[src/rtl/traffic_pkg.sv]
// Shared constants and the SN74HC165 scanner state encoding.
package traffic_pkg;

    localparam int SCAN_GAP_DEFAULT = 1200;
    localparam int DEB_CNT_DEFAULT  = 4;

    typedef enum logic [2:0] {
        ST_IDLE     = 3'd0,
        ST_LOAD     = 3'd1,
        ST_SETTLE   = 3'd2,
        ST_SHIFT_LO = 3'd3,
        ST_SHIFT_HI = 3'd4,
        ST_DONE     = 3'd5,
        ST_GAP      = 3'd6
    } hc165_state_e;

endpackage

[src/rtl/sn74hc165_debounce.sv]
// Scan-level debounce: a word is accepted once DEB_CNT consecutive scans agree.
module sn74hc165_debounce #(
    parameter int WIDTH   = 8,
    parameter int DEB_CNT = 4
) (
    input  logic             clk,
    input  logic             rst_n,
    input  logic             scan_valid_i,
    input  logic [WIDTH-1:0] scan_word_i,
    output logic             accept_o,
    output logic [WIDTH-1:0] accept_word_o
);

    localparam int CW = $clog2(DEB_CNT + 1);
    localparam logic [CW-1:0] DEB_MAX = CW'(DEB_CNT);

    logic [WIDTH-1:0] cand_q, cand_d;
    logic [CW-1:0]    cnt_q, cnt_d;

    always_comb begin
        cand_d = cand_q;
        cnt_d  = cnt_q;
        if (scan_valid_i) begin
            if (scan_word_i == cand_q) begin
                cnt_d = (cnt_q == DEB_MAX) ? cnt_q : cnt_q + 1'b1;
            end else begin
                cand_d = scan_word_i;
                cnt_d  = CW'(1);
            end
        end
    end

    // Decision uses the updated count so the DEB_CNT-th agreeing scan is accepted.
    assign accept_o      = scan_valid_i && (cnt_d == DEB_MAX);
    assign accept_word_o = cand_d;

    always_ff @(posedge clk or negedge rst_n) begin
        if (!rst_n) begin
            cand_q <= '1;
            cnt_q  <= '0;
        end else begin
            cand_q <= cand_d;
            cnt_q  <= cnt_d;
        end
    end

endmodule

[src/rtl/sn74hc165_reader.sv]
// Scanner for a chain of SN74HC165 shift registers; loads, clocks out and latches the word.
// Optional scan debounce is compiled in with `define SN74HC165_DEBOUNCE_EN.
module sn74hc165_reader
    import traffic_pkg::*;
#(
    parameter int WIDTH    = 8,
    parameter int CLK_DIV  = 6,
    parameter int SCAN_GAP = SCAN_GAP_DEFAULT,
    parameter int DEB_CNT  = DEB_CNT_DEFAULT
) (
    input  logic             clk,
    input  logic             rst_n,
    input  logic             i_enable,
    input  logic             SN74HC165_data,
    output logic             SN74HC165_data_clk,
    output logic             SN74HC165_load_n,
    output logic [WIDTH-1:0] o_buf,
    output logic             o_valid,
    output logic             o_change,
    output logic [WIDTH-1:0] o_fall_pulse,
    output hc165_state_e     o_state
);

    localparam int PMAX = (CLK_DIV > SCAN_GAP) ? CLK_DIV : SCAN_GAP;
    localparam int PW   = $clog2(PMAX) + 1;
    localparam int BW   = $clog2(WIDTH) + 1;
    localparam logic [PW-1:0] DIV_LAST = PW'(CLK_DIV - 1);
    localparam logic [PW-1:0] GAP_LAST = PW'((SCAN_GAP > 0) ? SCAN_GAP - 1 : 0);
    localparam logic [BW-1:0] BIT_LAST = BW'(WIDTH - 1);

    hc165_state_e     state_q, state_d;
    logic [PW-1:0]    cnt_q, cnt_d;
    logic [BW-1:0]    bit_q, bit_d;
    logic [WIDTH-1:0] shift_q, shift_d;
    logic             data_clk_q, load_n_q, valid_q, change_q;
    logic [WIDTH-1:0] buf_q, fall_q;
    logic             phase_end;
    logic             done_w, accept_w;
    logic [WIDTH-1:0] acc_word_w;

    always_comb begin
        state_d   = state_q;
        cnt_d     = cnt_q + 1'b1;
        bit_d     = bit_q;
        shift_d   = shift_q;
        phase_end = (cnt_q == DIV_LAST);
        case (state_q)
            ST_IDLE: begin
                cnt_d = '0;
                if (i_enable) state_d = ST_LOAD;
            end
            ST_LOAD: begin
                if (phase_end) begin
                    state_d = ST_SETTLE;
                    cnt_d   = '0;
                end
            end
            ST_SETTLE: begin
                if (phase_end) begin
                    state_d = ST_SHIFT_LO;
                    cnt_d   = '0;
                    bit_d   = '0;
                end
            end
            ST_SHIFT_LO: begin
                if (phase_end) begin
                    shift_d = (shift_q << 1) | WIDTH'(SN74HC165_data);
                    state_d = ST_SHIFT_HI;
                    cnt_d   = '0;
                end
            end
            ST_SHIFT_HI: begin
                if (phase_end) begin
                    cnt_d   = '0;
                    bit_d   = bit_q + 1'b1;
                    state_d = (bit_q == BIT_LAST) ? ST_DONE : ST_SHIFT_LO;
                end
            end
            ST_DONE: begin
                cnt_d = '0;
                // With no gap the next scan starts straight away.
                if (SCAN_GAP == 0) state_d = i_enable ? ST_LOAD : ST_IDLE;
                else               state_d = ST_GAP;
            end
            ST_GAP: begin
                if (cnt_q == GAP_LAST) begin
                    cnt_d   = '0;
                    state_d = i_enable ? ST_LOAD : ST_IDLE;
                end
            end
            default: begin
                state_d = ST_IDLE;
                cnt_d   = '0;
            end
        endcase
    end

    assign done_w = (state_q == ST_DONE);

`ifdef SN74HC165_DEBOUNCE_EN
    sn74hc165_debounce #(
        .WIDTH   (WIDTH),
        .DEB_CNT (DEB_CNT)
    ) u_debounce (
        .clk           (clk),
        .rst_n         (rst_n),
        .scan_valid_i  (done_w),
        .scan_word_i   (shift_q),
        .accept_o      (accept_w),
        .accept_word_o (acc_word_w)
    );
`else
    // DEB_CNT has no effect without debounce; the term is always true.
    assign accept_w   = done_w && (DEB_CNT >= 0);
    assign acc_word_w = shift_q;
`endif

    always_ff @(posedge clk or negedge rst_n) begin
        if (!rst_n) begin
            state_q    <= ST_IDLE;
            cnt_q      <= '0;
            bit_q      <= '0;
            shift_q    <= '0;
            data_clk_q <= 1'b0;
            load_n_q   <= 1'b1;
            buf_q      <= '1;
            valid_q    <= 1'b0;
            change_q   <= 1'b0;
            fall_q     <= '0;
        end else begin
            state_q    <= state_d;
            cnt_q      <= cnt_d;
            bit_q      <= bit_d;
            shift_q    <= shift_d;
            // Pins follow the next state so they line up with state_q.
            data_clk_q <= (state_d == ST_SHIFT_HI);
            load_n_q   <= (state_d != ST_LOAD);
            valid_q    <= done_w;
            change_q   <= 1'b0;
            fall_q     <= '0;
            if (accept_w) begin
                buf_q    <= acc_word_w;
                change_q <= (acc_word_w != buf_q);
                fall_q   <= buf_q & ~acc_word_w;
            end
        end
    end

    assign SN74HC165_data_clk = data_clk_q;
    assign SN74HC165_load_n   = load_n_q;
    assign o_buf              = buf_q;
    assign o_valid            = valid_q;
    assign o_change           = change_q;
    assign o_fall_pulse       = fall_q;
    assign o_state            = state_q;

endmodule

[config.mk]
export PLATFORM = sky130hd
export DESIGN_NAME = sn74hc165_reader
export DESIGN_NICKNAME = d
export VERILOG_FILES = /design/src/rtl/traffic_pkg.sv /design/src/rtl/sn74hc165_debounce.sv /design/src/rtl/sn74hc165_reader.sv
export SDC_FILE = /design/constraint.sdc
export NUM_CORES = 1
export LEC_CHECK = 0
export CAP_MARGIN = 0
export CORE_MARGIN = 1
export CORE_UTILIZATION = 30
export CTS_CLUSTER_SIZE = 24
export DETAILED_ROUTE_END_ITERATION = 16
export DONT_BUFFER_PORTS = 1
export PLACE_DENSITY_LB_ADDON = 0.08
export SETUP_SLACK_MARGIN = 0.15
export SYNTH_ARGS = -nofsm -noshare
export SYNTH_HDL_FRONTEND = slang
export SYNTH_HIERARCHICAL = 1
export SYNTH_SLANG_ARGS = --single-unit
[constraint.sdc]
create_clock -name clk -period 2.5 [get_ports clk]
set_input_delay 0.25 -clock clk [delete_from_list [all_inputs] [get_ports clk]]
set_output_delay 0.25 -clock clk [all_outputs]
set_load 0.05 [all_outputs]
==> metrics.md, run 1 <==
| Metric | Value |
|---|---|
| Status | complete, no violations |
| Post-Syn Instances | 221 |
| Ratio of cells with drive above 1 in the final layout | 0.162 |
| Mean routed wirelength per cell | 14.3 µm |
| Num rows | 31 |
| #FFs+latches synth | 47 |
| Initial Utilization | 0.312 |
| WP data required | 2.69 ns |
| Vias | 1,525 |
| DP Worst Slack | 0.494 ns |
| Synth Cell Area | 2260 µm² |
| Relative slew margins | 0.698 |
| Mapped Nets | 236 |
| Period minus WS final | 2.03 ns |
| Largest net degree at the start of global routing | 48 |
| Comb pwr share | 0.023 |
| Area grow syn2layout | 11.7% |
| Syn avg cell area | 10.2 µm² |
| TritonRoute pass-1 iters | 4 |
| Met3 GRT Util | 0.0392 |
| Worst hold margin | 0.0923 ns |
| Leakage | 1.13 nW |
| Sequential fraction of the synthesis area | 0.525 |
| Diode count | 0 |
| Clock latency on the worst-skew pair | 0.30 ns |
| Net Switching | 0.294 mW |
| Pint | 0.999 mW |
| CTS H-tree depth | 2 |
| Global placement routability congestion | 0.792 |
| # setup viols final | 0 |
| Post-synth EDFFs | 0 |
| Total gr overflow | 0 |
| Vias in the first global route | 1,449 |
| Initial antenna violation count | 0 |
| Yosys top cell area share | 0.421 |
| Top post-synthesis cells by count | dfrtp_1 (38), nand2_1 (22), nor2_1 (22) |
| Core Util, Final | 0.348 |
| Post-route total power | 1.29 mW |
| Clock root cell | clkbuf_8 |
| Clock Pin Slew Worst Setup and Hold Paths | 0.09 ns |
| Max FO, Critical Path | 11 |
| Worst Path Arrival | 2.22 ns |
| Top-count cell post-synth | dfrtp_1 |
| Synth Warn # | 6 |
| Global-route wire length before repair | 7.85 mm |
| DP HPWL | 3.16 mm |
| Fmax | 493 MHz |
| Gr usage total | 0.133 |
| Core Region | 7250 µm² |
| Max_cap viols | 0 |
| Worst clock skew | 0.00696 ns |
| Iter 0 DRT Violations | 51 |
| Die height | 88.8 µm |
| Crit share post-route | 0.812 |
| Power Dens Cells | 512 nW/µm² |
| Hold Crit Class | input port to flip-flop |
| Startpoint class of the critical path | flip-flop |
| Hold Fails Final Rpt | 0 |
| Synth top area cells | dfrtp_1 (42%), dfstp_2 (10%), ha_1 (6.1%) |
| Crit path kind | flip-flop to flip-flop |
| Max Slew Vio Count | 0 |
| Port bufs | 0 |
| FF+latch area | 1190 µm² |
| Post-synth cell types | 47 |
| GRT Max-Usage Layer | met1 |
| Final WS setup | 0.471 ns |
| Synth Flop Type | dfrtp_1 |
| Sequential power share | 0.592 |
| Post-CTS Setup Inserts | 0 |
| Met2 Resource Use GR | 0.178 |
| DRC | 0 |
| Die area | 7880 µm² |
| Layout net count | 242 |
| Vias per cell | 4.66 |
| Worst-Margin Slew | 0.446 ns |
| Cts bufs inserted | 5 |
| Fillers | 761 |
| I/O pins | 27 |
| Setup TNS | 0 ns |
| Final wirelength | 4.66 mm |
| Max clock buf depth | 2 |
| Ys async rst share | 1.00 |
| Leading area contributor after synthesis | dfrtp_1 |
| Multi-input logic area | 956 µm² |
| Clk pwr share | 0.385 |
| Crit path capture type | flip-flop |
| Max VDD drop | 182 µV |
| CTS tree | built |
| Clock net sink count | 47 |
| Met1 global-route usage | 0.198 |
| Unrepaired setup endpoints after global routing | no |
| Die W | 88.8 µm |
| Detail Route Antenna Nets | 0 |
| Sw frac | 0.227 |
through the flow:
| stage | cells | instance area [µm²] |
|---|---|---|
| after CTS | 327 | 2520 |
| after global routing | 327 | 2520 |
| after detailed placement | 317 | 2390 |
| final | 327 | 2520 |
| after floorplan | 221 | 2260 |
| after global placement | 317 | 2390 |
repair_timing:
action / in CTS / in global routing
resized for setup: 0 / 0
hold buffers: 2 / 0
hold endpoints to repair: 47 / 0
setup endpoints to repair: 0 / 0
worst paths after layout:
kind / start / cells past startpoint / slack, ns / to
min in group asynchronous: rst_n / 2 / 0.45 / o_state[0]
max in group asynchronous: rst_n / 2 / 1.76 / o_buf[7]
worst max-delay path: cnt_q[6] / 5 / 0.47 / cnt_q[10]
worst max register to register: cnt_q[6] / 5 / 0.47 / cnt_q[10]
worst min register to register: acc_word_w[1] / 2 / 0.49 / acc_word_w[1]
worst min-delay path: SN74HC165_data / 1 / 0.09 / acc_word_w[0]
per-layer routing:
| layer | share of wire | up-vias | routed length [µm] |
|---|---|---|---|
| met4 | 0.017 | 0 | 77 |
| met1 | 0.52 | 731 | 2410 |
| met5 | 0 | - | 0 |
| met3 | 0.037 | 6 | 171 |
| li1 | - | 768 | - |
| met2 | 0.43 | 20 | 2010 |
state kept, by name, summed over array words and instances, names as in the netlist:
register and flops:
o_fall_pulse 8, o_change 1, cnt_q 12, acc_word_w 8, bit_q 4, o_buf 8
o_valid 1, SN74HC165_load_n 1, o_state 3, SN74HC165_data_clk 1
layout by cell type, fill, tap and decap left out, types with 2 or more instances in the layout:
master,netlist,layout
nand2b_1,2,2
nand4_1,4,4
ha_1,11,11
a21oi_1,2,2
xnor2_1,7,7
a21o_1,2,2
buf_4,0,7
nor2b_1,2,2
dfstp_2,9,9
xor2_1,4,4
nor4_1,2,2
dfrtp_1,38,38
nand2_1,22,22
o2bb2ai_1,2,2
and3_1,9,9
clkbuf_8,0,6
nor2_1,22,22
a31oi_1,2,2
inv_1,17,17
nor3_1,2,2
o21ai_0,18,18
a21oi_2,2,2
nor4b_1,2,2
nand3_1,8,8
worst max-delay path, cell delays in order, from the launching register on:
cell,delay (ns)
dfrtp_1,0.45
or4_4,0.57
nor4_4,0.39
a21o_1,0.17
a211o_2,0.24
nor2_1,0.08
cell type report:
| class | count | share of cell area |
|---|---|---|
| well taps | 99 | 0.0491 |
| clock inverters | 2 | 0.00645 |
| flip-flops and latches | 47 | 0.471 |
| inverters | 18 | 0.0268 |
| repair buffers | 9 | 0.0357 |
| clock buffers | 6 | 0.0327 |
| multi-input cells | 146 | 0.379 |
power by group through the flow:
stage               clock, mW  combinational [mW]  sequential (mW)
floorplan                   0             0.00661            0.779
global placement            0             0.00907            0.780
detailed placement          0             0.00915            0.780
CTS                     0.524              0.0320            0.765
global route            0.562              0.0349            0.766
finish                  0.498              0.0297            0.765
logic make-up (layout without fill, tap and decap cells):
| group | after synthesis | in the layout | share of synthesized area |
|---|---|---|---|
| compound gates | 39 | 39 | 0.115 |
| xor+xnor | 11 | 11 | 0.0426 |
| fa+ha+maj | 11 | 11 | 0.0609 |
| buf+inv | 28 | 35 | 0.0515 |
| flops | 47 | 47 | 0.525 |
| mux | 1 | 1 | 0.00498 |
| simple gates | 84 | 84 | 0.200 |
Note: power is estimated with default switching activity, not from simulation.
==> run 2: changes to the inputs <==
==> constraint.sdc (replaced) <==
create_clock -name clk -period 1.7 [get_ports clk]
set_input_delay 0.17 -clock clk [delete_from_list [all_inputs] [get_ports clk]]
set_output_delay 0.17 -clock clk [all_outputs]
set_load 0.05 [all_outputs]
==> run 2 against run 1 <==
Compared with the run above: the run now ends with setup timing left; non-clock buffer count increased by 42; total power is 57% higher; sequential share of layout area fell by 7.5 points.
==> metrics.md, run 2 (synthesis results as in run 1) <==
| Metric | Value |
|---|---|
| CP max-delay cell | or4_4 |
| Clock Pin Slew Worst Setup and Hold Paths | 0.10 ns (about the same) |
| Cells after DPL | 352 (+11%) |
| TritonRoute pass-1 iters | 4 (unchanged) |
| Hold Crit Class | input port to flip-flop |
| R2r endpoint | cnt_q[3] |
| Ratio of cells with drive above 1 in the final layout | 0.376 (+0.214) |
| Leakage | 1.39 nW (+23%) |
| DRC | 0 (unchanged) |
| Die W | 88.8 µm (unchanged) |
| Worst clock skew | 0.0100 ns (+0.00304 ns) |
| Hold Fails Final Rpt | 0 (unchanged) |
| # setup viols final | 15 (+15) |
| Period minus WS final | 1.78 ns (-0.248 ns) |
| Cts bufs inserted | 5 (unchanged) |
| Area grow syn2layout | 33.2% |
| Initial antenna violation count | 1 (+1) |
| Worst-Margin Slew | 0.453 ns (+0.00704 ns) |
| WP data required | 1.89 ns (-0.80 ns) |
| Setup TNS | -0.815 ns (-0.815 ns) |
| Final wirelength | 5.21 mm (+12%) |
| Max FO, Critical Path | 6 (-5) |
| DP HPWL | 3.55 mm (+12%) |
| DP Worst Slack | -0.132 ns (-0.626 ns) |
| Fillers | 745 (-2.1%) |
| GRT Max-Usage Layer | met2 |
| Port bufs | 0 (unchanged) |
| Global-route wire length before repair | 8.65 mm (+10%) |
| Max_cap viols | 0 (unchanged) |
| Top reg by flops | cnt_q |
| Gr usage total | 0.147 (+0.0139) |
| Iter 0 DRT Violations | 121 (+140%) |
| Max Slew Vio Count | 0 (unchanged) |
| Global placement routability congestion | 0.767 (-3.2%) |
| Vias | 1,723 (+13%) |
| CTS tree | built |
| Met1 global-route usage | 0.200 (+0.00219) |
| Layout net count | 285 (+18%) |
| Num rows | 31 (unchanged) |
| Max reg flops | 12 (unchanged) |
| Setup crit start | cnt_q[11] |
| Met3 GRT Util | 0.0336 (-0.00560) |
| FF+latch area | 1190 µm² (+0.32%) |
| Initial Utilization | 0.312 (unchanged) |
| CTS H-tree depth | 2 (unchanged) |
| Max clock buf depth | 2 (unchanged) |
| Final WS setup | -0.0804 ns (-0.552 ns) |
| Vias per cell | 4.66 (-0.15%) |
| Status | finished, violations left |
| RR Startpoint | cnt_q[11] |
| Crit-path cells | or4_4 > nor4_4 > a21o_1 > a211o_4 > nor2_1 |
| Clock root cell | clkbuf_8 |
| Fmax | 562 MHz (+14%) |
| Power Dens Cells | 673 nW/µm² (+31%) |
| Clock latency on the worst-skew pair | 0.30 ns (about the same) |
| Total gr overflow | 0 (unchanged) |
| Flop2flop setup slack | -0.08 ns (-0.55 ns) |
| Unrepaired setup endpoints after global routing | yes |
| Met2 Resource Use GR | 0.231 (+0.0531) |
| Detail Route Antenna Nets | 0 (unchanged) |
| Diode count | 0 (unchanged) |
| Mean routed wirelength per cell | 14.1 µm (-1.2%) |
| Clock net sink count | 47 (unchanged) |
| Startpoint class of the critical path | flip-flop |
| Relative slew margins | 0.698 (about the same) |
| Die height | 88.8 µm (unchanged) |
| Core Region | 7250 µm² (unchanged) |
| Crit share post-route | 1.05 (+0.236) |
| Failing checks | setup timing |
| Worst Path Arrival | 1.97 ns (-0.25 ns) |
| Final cell count without fillers | 370 (+13%) |
| Crit path capture type | flip-flop |
| I/O pins | 27 (unchanged) |
| Crit path kind | flip-flop to flip-flop |
| Max VDD drop | 349 µV (+91%) |
| Worst R2R Path Depth | 5 (unchanged) |
| Worst Setup EP | cnt_q[3] |
| Multi-input logic area | 1100 µm² (+16%) |
| Most frequent cells in the layout | buf_4 (49), dfrtp_1 (35), nand2_1 (21) |
| Die area | 7880 µm² (unchanged) |
| Largest net degree at the start of global routing | 48 (unchanged) |
| Most common cell after layout, fill and taps aside | buf_4 |
| CP peak stage delay | 0.55 ns (-0.02 ns) |
| Vias in the first global route | 1,756 (+21%) |
-- run 2: final cells by class --
cell class,count,area share
well taps,99,0.0412
multi-input cells,147,0.367
flip-flops and latches,47,0.396
repair buffers,51,0.135
clock buffers,5,0.0229
clock inverters,3,0.0158
inverters,18,0.0225
-- run 2: repair_timing --
item,in CTS,in global routing
pin swaps,3,8
resized for setup,7,15
hold buffers,2,0
setup endpoints to repair,28,29
setup buffers,2,5
hold endpoints to repair,47,0
gates cloned,1,0
-- run 2: worst min path at each step --
stage,startpoint,to,slack [ns],cells after the start
detailed placement,rst_n,bit_q[2],-0.12,0
global route,SN74HC165_data,acc_word_w[0],0.002,1
floorplan,rst_n,SN74HC165_data_clk,-0.13,0
CTS,SN74HC165_data,acc_word_w[0],0.01,1
global placement,rst_n,bit_q[2],-0.12,0
finish,SN74HC165_data,acc_word_w[0],0.02,1
-- run 2: power by group --
group          total (mW)  leakage [nW]  switching (mW)  internal [mW]
registers            1.13         0.588         0.00243           1.12
clock network       0.856        0.0587           0.410          0.446
logic              0.0440         0.741          0.0308         0.0132
-- run 2: critical path: cells and delay by family, from the launching register on --
family | cells | cell delay (ns)
compound gates | 2 | 0.42
flops | 1 | 0.39
simple gates | 3 | 0.85
-- run 2: metal layers --
layer / wire (µm) / up-vias
li1: - / 862
met1: 2530 / 823
met2: 2440 / 29
met3: 179 / 7
met4: 52 / 2
met5: 13 / -
-- run 2: per-stage QoR --
stage	area [µm²]	hold slack [ns]	power [mW]	utilization
final	3010	0.0195	2.03	0.415
after global routing	3010	0.00217	2.12	0.415
after CTS	2900	0.00955	2.07	0.399
after detailed placement	2670	-0.124	1.16	0.368
after global placement	2670	-0.124	1.16	0.368
after floorplan	2300	-0.126	1.16	-
==> run 3: changes to the inputs <==
--- a/config.mk
+++ b/config.mk
@@ -11,7 +11,7 @@
 export CTS_CLUSTER_SIZE = 24
 export DETAILED_ROUTE_END_ITERATION = 16
 export DONT_BUFFER_PORTS = 1
-export PLACE_DENSITY_LB_ADDON = 0.08
+export PLACE_DENSITY = 0.5
 export SETUP_SLACK_MARGIN = 0.15
 export SYNTH_ARGS = -nofsm -noshare
 export SYNTH_HDL_FRONTEND = slang
==> run 3 against run 2 <==
Compared with the run above: the flow still finishes with violations (setup timing); utilization shrank 0.41 points; combinational power grew 8.6%; first-iteration DRC count shrank 36%.
==> metrics.md, run 3 (synthesis results as in run 1) <==
| Metric | Value |
|---|---|
| Leakage | 1.36 nW (-1.7%) |
| Cts bufs inserted | 5 (unchanged) |
| Fmax | 574 MHz (+2.2%) |
| Power Dens Cells | 681 nW/µm² (+1.2%) |
| Die height | 88.8 µm (unchanged) |
| Crit-path cells | ha_1 > nor2b_2 > buf_4 > nand4_4 > a21oi_1 > a211o_4 > nor2_1 |
| Clock net sink count | 47 (unchanged) |
| Vias per cell | 4.65 (-0.22%) |
| Vias | 1,682 (-2.4%) |
| Initial antenna violation count | 0 (-1) |
| Most frequent cells in the layout | buf_4 (36), dfrtp_1 (35), nor2_1 (20) |
| Iter 0 DRT Violations | 78 (-36%) |
| Max_cap viols | 0 (unchanged) |
| TritonRoute pass-1 iters | 4 (unchanged) |
| Gr usage total | 0.136 (-0.0103) |
| CTS H-tree depth | 2 (unchanged) |
| CP max-delay cell | dfrtp_1 |
| Pint | 1.59 mW (+0.22%) |
| Mean routed wirelength per cell | 13.6 µm (-3.3%) |
| Clock root cell | clkbuf_8 |
| Period minus WS final | 1.74 ns (-0.0383 ns) |
| Final wirelength | 4.93 mm (-5.4%) |
| Max FO, Critical Path | 11 (+5) |
| Clock latency on the worst-skew pair | 0.30 ns (about the same) |
| Diode count | 0 (unchanged) |
| Crit share post-route | 1.02 (-0.0225) |
| DP HPWL | 3.42 mm (-3.5%) |
| Largest net degree at the start of global routing | 48 (unchanged) |
| Core Region | 7250 µm² (unchanged) |
| Failing checks | setup timing |
| Final WS setup | -0.0421 ns (+0.0383 ns) |
| Top reg by flops | cnt_q |
| CP top delay family | compound AO/OA/AOI/OAI gates |
| Hold Crit Class | input port to flip-flop |
| Global-route wire length before repair | 8.18 mm (-5.5%) |
| Comb pwr share | 0.024 (+0.002) |
| Unrepaired setup endpoints after global routing | yes |
| Max VDD drop | 323 µV (-7.3%) |
| Startpoint class of the critical path | flip-flop |
| Hold Fails Final Rpt | 0 (unchanged) |
| Sequential power share | 0.555 (about the same) |
| CP peak stage delay | 0.41 ns (-0.14 ns) |
| Worst clock skew | 0.00865 ns (-0.00135 ns) |
| # setup viols final | 15 (unchanged) |
| Num rows | 31 (unchanged) |
| CTS tree | built |
| Max clock buf depth | 2 (unchanged) |
| Final Cell Area | 2980 µm² (-1.0%) |
| Worst Path Arrival | 1.98 ns (about the same) |
| Crit path kind | flip-flop to flip-flop |
| Die W | 88.8 µm (unchanged) |
| Initial Utilization | 0.312 (unchanged) |
| Vias in the first global route | 1,686 (-4.0%) |
| Total gr overflow | 0 (unchanged) |
| Post-DP Area | 2640 µm² (-1.1%) |
| Relative slew margins | 0.693 (-0.00557) |
| Most common cell after layout, fill and taps aside | buf_4 |
| Net Switching | 0.443 mW (about the same) |
| I/O pins | 27 (unchanged) |
| Post-route total power | 2.03 mW (+0.17%) |
| Sw frac | 0.218 (-0.000377) |
| Layout net count | 277 (-2.8%) |
| Ratio of cells with drive above 1 in the final layout | 0.373 (-0.00376) |
| Area grow syn2layout | 31.8% |
| Port bufs | 0 (unchanged) |
| CP Buf/Inv Count | 1 (+1) |
| Clk pwr share | 0.421 (-0.002) |
| Max reg flops | 12 (unchanged) |
| DRC | 0 (unchanged) |
| WP data required | 1.94 ns (+0.05 ns) |
| Detail Route Antenna Nets | 0 (unchanged) |
| Crit path capture type | flip-flop |
| Status | finished, violations left |
| Global placement routability congestion | 0.756 (-1.5%) |
| Clock Pin Slew Worst Setup and Hold Paths | 0.09 ns (about the same) |
| Worst-Margin Slew | 0.461 ns (+0.00836 ns) |
| Max Slew Vio Count | 0 (unchanged) |
| Die area | 7880 µm² (unchanged) |
[run 3: per-stage QoR]
stage                     hold WS (ns)  setup WS, ns  instances   util  setup TNS (ns)
after floorplan                 -0.126       0.00514        221      -               0
after global placement          -0.125       -0.0632        348  0.364          -0.393
after detailed placement        -0.125       -0.0796        348  0.364          -0.897
after CTS                      0.00493       -0.0639        359  0.392          -0.541
after global routing             0.102        -0.154        362  0.411           -2.00
final                            0.114       -0.0421        362  0.411          -0.448
[run 3: per-layer routing]
layer / vias to the layer above / GRT usage / wire [µm]
li1: 842 / - / -
met1: 819 / 0.172 / 2340
met2: 17 / 0.223 / 2420
met3: 4 / 0.0382 / 131
met4: 0 / 0.0484 / 43
met5: - / 0 / 0
[run 3: area by class of cell]
cell class | count | area [µm²]
fill | 720 | 4270
sequential | 47 | 1190
multi-input combinational | 146 | 1100
timing repair buffer | 44 | 378
tap | 99 | 124
clock buffer | 5 | 68.8
inverter | 18 | 67.6
clock inverter | 3 | 47.5
[run 3: repair_timing]
item,in CTS,in global routing
gates resized for setup,14,28
hold endpoints to repair,47,1
gates cloned,0,0
buffers inserted,1,2
hold buffers,2,1
pin swaps,7,8
setup endpoints to repair,28,28
[run 3: power groups by stage]
stage               registers, mW  clock network, mW  logic [mW]
floorplan                    1.15                  0     0.00971
global placement             1.15                  0      0.0129
detailed placement           1.15                  0      0.0130
CTS                          1.13              0.882      0.0474
global route                 1.13              0.936      0.0562
finish                       1.13              0.855      0.0478
[run 3: final timing paths]
check                      slack, ns  depth (start not counted)           from                to
max in group asynchronous       1.06                          2          rst_n  SN74HC165_load_n
max reg2reg                    -0.04                          7       cnt_q[0]          cnt_q[3]
max                            -0.04                          7       cnt_q[0]          cnt_q[3]
min                             0.11                          2       i_enable        o_state[0]
min in group asynchronous       0.35                          2          rst_n   o_fall_pulse[5]
min reg2reg                     0.51                          2  acc_word_w[7]     acc_word_w[7]
